[src/rtl/multi_cycle_adder_ctrl.sv]
// Multi-cycle adder: reuses one CHUNK-bit ripple slice over WIDTH/CHUNK cycles, LSB chunk first.
// Optional subtract mode (A + ~B + 1) is enabled by defining MULTI_CYCLE_ADDER_SUB_EN.

module full_adder (
    input  logic i_a,
    input  logic i_b,
    input  logic i_cin,
    output logic o_sum,
    output logic o_cout
);
    assign o_sum  = i_a ^ i_b ^ i_cin;
    assign o_cout = (i_a & i_b) | (i_cin & (i_a ^ i_b));
endmodule

module multi_cycle_adder_ctrl #(
    parameter int WIDTH = 8,
    parameter int CHUNK = 2
) (
    input  logic             i_clk,
    input  logic             i_rst,
    input  logic             i_valid,
    output logic             o_ready,
    input  logic [WIDTH-1:0] i_add_term1,
    input  logic [WIDTH-1:0] i_add_term2,
`ifdef MULTI_CYCLE_ADDER_SUB_EN
    input  logic             i_sub,
`endif
    output logic             o_valid,
    input  logic             i_ready,
    output logic [WIDTH:0]   o_result,
    output logic             o_busy
);
    localparam int N  = WIDTH / CHUNK;
    localparam int CW = (N > 1) ? $clog2(N) : 1;
    localparam int NP = 1 << CW;

    typedef enum logic [1:0] {S_IDLE, S_ADD, S_DONE} state_t;

    state_t           r_state;
    logic [WIDTH-1:0] r_a;
    logic [WIDTH-1:0] r_b;
    logic             r_carry;
    logic [CW-1:0]    r_cnt;
    logic [WIDTH:0]   r_result;
    logic             r_ready;
    logic             r_valid;
    logic             r_busy;
`ifdef MULTI_CYCLE_ADDER_SUB_EN
    logic             r_sub;
`endif

    // Chunk tables padded to a power of two so the counter indexes them cleanly.
    logic [CHUNK-1:0] w_a_chunks [NP];
    logic [CHUNK-1:0] w_b_chunks [NP];
    logic [CHUNK-1:0] w_a_chunk;
    logic [CHUNK-1:0] w_b_raw;
    logic [CHUNK-1:0] w_b_chunk;
    logic [CHUNK-1:0] w_sum;
    logic [CHUNK:0]   w_c;
    logic             w_cout;

    generate
        for (genvar gi = 0; gi < NP; gi++) begin : g_chunk
            if (gi < N) begin : g_real
                assign w_a_chunks[gi] = r_a[gi*CHUNK +: CHUNK];
                assign w_b_chunks[gi] = r_b[gi*CHUNK +: CHUNK];
            end else begin : g_pad
                assign w_a_chunks[gi] = '0;
                assign w_b_chunks[gi] = '0;
            end
        end
    endgenerate

    assign w_a_chunk = w_a_chunks[r_cnt];
    assign w_b_raw   = w_b_chunks[r_cnt];
`ifdef MULTI_CYCLE_ADDER_SUB_EN
    assign w_b_chunk = w_b_raw ^ {CHUNK{r_sub}};
`else
    assign w_b_chunk = w_b_raw;
`endif

    assign w_c[0] = r_carry;
    generate
        for (genvar gi = 0; gi < CHUNK; gi++) begin : g_fa
            full_adder u_fa (
                .i_a   (w_a_chunk[gi]),
                .i_b   (w_b_chunk[gi]),
                .i_cin (w_c[gi]),
                .o_sum (w_sum[gi]),
                .o_cout(w_c[gi+1])
            );
        end
    endgenerate
    assign w_cout = w_c[CHUNK];

    always_ff @(posedge i_clk) begin
        if (i_rst) begin
            r_state  <= S_IDLE;
            r_a      <= '0;
            r_b      <= '0;
            r_carry  <= 1'b0;
            r_cnt    <= '0;
            r_result <= '0;
            r_ready  <= 1'b1;
            r_valid  <= 1'b0;
            r_busy   <= 1'b0;
`ifdef MULTI_CYCLE_ADDER_SUB_EN
            r_sub    <= 1'b0;
`endif
        end else begin
            case (r_state)
                S_IDLE: begin
                    if (i_valid) begin
                        r_a     <= i_add_term1;
                        r_b     <= i_add_term2;
                        r_cnt   <= '0;
`ifdef MULTI_CYCLE_ADDER_SUB_EN
                        r_sub   <= i_sub;
                        r_carry <= i_sub;   // the "+1" of two's complement enters as carry-in
`else
                        r_carry <= 1'b0;
`endif
                        r_state <= S_ADD;
                        r_ready <= 1'b0;
                        r_busy  <= 1'b1;
                    end
                end
                S_ADD: begin
                    for (int k = 0; k < N; k++) begin
                        if (r_cnt == CW'(k)) r_result[k*CHUNK +: CHUNK] <= w_sum;
                    end
                    r_carry <= w_cout;
                    if (r_cnt == CW'(N - 1)) begin
                        r_result[WIDTH] <= w_cout;
                        r_cnt   <= '0;
                        r_state <= S_DONE;
                        r_busy  <= 1'b0;
                        r_valid <= 1'b1;
                    end else begin
                        r_cnt <= r_cnt + 1'b1;
                    end
                end
                S_DONE: begin
                    if (i_ready) begin
                        r_state <= S_IDLE;
                        r_valid <= 1'b0;
                        r_ready <= 1'b1;
                    end
                end
                default: begin
                    r_state <= S_IDLE;
                    r_ready <= 1'b1;
                    r_valid <= 1'b0;
                    r_busy  <= 1'b0;
                end
            endcase
        end
    end

    assign o_ready  = r_ready;
    assign o_valid  = r_valid;
    assign o_busy   = r_busy;
    assign o_result = r_result;
endmodule

[config.mk]
export PLATFORM = sky130hd
export DESIGN_NAME = multi_cycle_adder_ctrl
export DESIGN_NICKNAME = d
export VERILOG_FILES = /design/src/rtl/multi_cycle_adder_ctrl.sv
export SDC_FILE = /design/constraint.sdc
export NUM_CORES = 1
export LEC_CHECK = 0
export ABC_AREA = 1
export CAP_MARGIN = 10
export CORE_UTILIZATION = 49
export DETAILED_ROUTE_END_ITERATION = 12
export GPL_TIMING_DRIVEN = 0
export PLACE_DENSITY = 0.76
export SLEW_MARGIN = 20
export SYNTH_ARGS = -nofsm -noshare
export SYNTH_HDL_FRONTEND = slang
export SYNTH_SLANG_ARGS = --single-unit
[constraint.sdc]
create_clock -name i_clk -period 2.4 [get_ports i_clk]
set_clock_uncertainty 0.05 [all_clocks]
set_input_delay 0.24 -clock i_clk [delete_from_list [all_inputs] [get_ports i_clk]]
set_output_delay 0.24 -clock i_clk [all_outputs]
set_load 0.01 [all_outputs]
==> qor.csv <==
metric;value;unit
status;finished, violations left;
violations;DRC;
clk_path_buf_depth;2;
antennaDiodeCount;0;
slew_headroom;0.688;
yosys-top-cells-area;dfxtp_1 (45%), nor2_1 (10%), o21ai_0 (7.2%);
routedWlPerCell;11.4;µm
core;2810;µm²
max_freq;441;MHz
hold_viol_final;0;
synthesis.instances;188;
routed_wl;2.93;mm
avgSynthCellArea;7.81;µm²
seq_area;661;µm²
ir_drop;488;µV
htreeDepth;2;
finalWeightedCongestion;0.802;
multi_input_area;678;µm²
fin_hold_ws;0.103;ns
dpl-instance-area;1810;µm²
synthDistinctLibCells;26;
vias_per_cell;5.17;
grt_pass1_vias;1214;
synth.net_count;214;
dr_total_vias;1329;
grt-ovfl-total;0;
min_period_over_period;0.944;
antenna_found_initial;0;
grt_first_pass_wirelength;4.99;mm
grt_max_degree;11;
clk-insertion-delay-late;0.35;ns
synthesis.area;1470;µm²
ys_seq_area_frac;0.450;
boundaryPins;32;
hold_path_class;input pin to flip-flop;
ys_ff_latch;33;
slew_viol_final;0;
final_common_cell;nor2_1;
async_reset_ff_frac;0;
ys.flop_type;dfxtp_1;
synth-edff-count;0;
utilization;0.670;
ant_nets;0;
power_density;627;nW/µm²
path_max_fanout;10;
portBuffers;30;
die_w;56.7;µm
hold_buffers;0;
final_cell_area;1880;µm²
crit_path_start_kind;flip-flop;
rsz0062_at_grt;false;
synth_top_area_frac;0.450;
setup_viol_count_final;0;
initial_core_util;0.523;
worst_pin_slew;0.467;ns
clk_pin_slew;0.10;ns
finalCriticalPeriod;2.27;ns
n_fill_cell;250;
leakage;0.000746;µW
finalSetupTns;0;ns
ys_warn_count;0;
cts_tree;done;
hpwl;2.22;mm
fp.dieH;56.7;µm
cts_root_buf;clkbuf_4;
drive_above_1_share;0.0973;
worst_ep_required_time;2.64;ns
synth_top_cell_by_area;dfxtp_1;
layout_common_cells;nor2_1 (40), dfxtp_1 (33), clkdlybuf4s50_1 (30);
crit_arrival;2.50;ns
maxCapViolations;0;
power;1180;µW
cts_sinks;33;
endpoint_kind;flip-flop;
cts_made_buffers;5;
areaGrowthSynthToFinish;28.0;%
critPathKind;flip-flop to flip-flop;
fp-row-count;19;
drt-initial-drc-count;40;
drcViolationCount;4;
dieArea;3220;µm²
nets;251;
first_pass_iters;8;
grt_util_all_layers;0.205;
cts_setup_buffers;0;
## power breakdown
part           switching [µW]  leakage [µW]  total [µW]  internal, µW
Sequential               21.4      0.000271         604           582
Combinational             113      0.000433         217           103
Clock                     188     0.0000413         358           170
## synthesized netlist by cell type (2+ instances only)
cell type / number
a21oi_1: 16
o22a_1: 4
buf_2: 2
dfxtp_1: 33
nand3_1: 10
inv_1: 12
nor2_2: 3
nor2_1: 40
nand2_1: 23
o21ai_0: 21
fa_1: 2
o21ai_1: 5
ha_1: 4
## repair_timing
| action | 4_1_cts | 5_1_grt |
|---|---|---|
| endpoints found under the setup margin | 0 | 3 |
| gates resized for setup | 0 | 2 |
| endpoints found under the hold margin | 0 | 0 |
## area by class of cell
class	instances	share of cell area
flip-flops and latches	33	0.352
well taps	31	0.0206
plain buffers	7	0.0360
multi-input cells	133	0.361
clock buffers	7	0.0346
clock inverters	1	0.00266
inverters	15	0.0340
repair buffers	30	0.160
## path summary, 6_finish.rpt
path / slack, ns / to / start / cells after the start
max: 0.13 / o_result[7] / r_cnt[0] / 8
min: 0.10 / r_carry / i_rst / 2
max reg2reg: 0.13 / o_result[7] / r_cnt[0] / 8
min reg2reg: 0.41 / o_ready / o_ready / 2
## kinds of logic after synthesis
| logic type | count (synthesis) | share of synthesized area |
|---|---|---|
| and+or+nand+nor | 80 | 0.228 |
| adders and majority gates | 6 | 0.0614 |
| buffers and inverters | 22 | 0.0878 |
| DFF | 33 | 0.450 |
| AOI/OAI and AO/OA | 47 | 0.172 |
## per-layer routing
| metal | GRT usage | routed length (µm) | share of wire | vias to the layer above |
|---|---|---|---|---|
| met5 | 0 | 0 | 0 | - |
| met4 | 0.0836 | 55 | 0.019 | 0 |
| met3 | 0.0691 | 138 | 0.047 | 7 |
| met2 | 0.349 | 1450 | 0.49 | 26 |
| met1 | 0.235 | 1290 | 0.44 | 608 |
| li1 | - | - | - | 688 |
## critical path, cell delays in order (launching register included)
cell and delay, ns:
dfxtp_1 0.39, clkbuf_4 0.22, o21ai_0 0.09, o22a_1 0.24, fa_1 0.41, fa_1 0.43, inv_1 0.13, nand3_1 0.10
a21oi_1 0.15
## stage by stage
stage	setup WS, ns	std cells
final	0.135	257
after global routing	0.0000173	257
after CTS	0.115	257
after detailed placement	0.139	249
after global placement	0.169	249
after floorplan	0.328	188
## sequential cells by signal (all words and copies together) (netlist names)
name,cells
o_busy,1
r_carry,1
o_valid,1
r_a,8
o_result,9
o_ready,1
r_state,2
r_cnt,2
r_b,8
No activity file was read; power rests on OpenSTA's default activity.
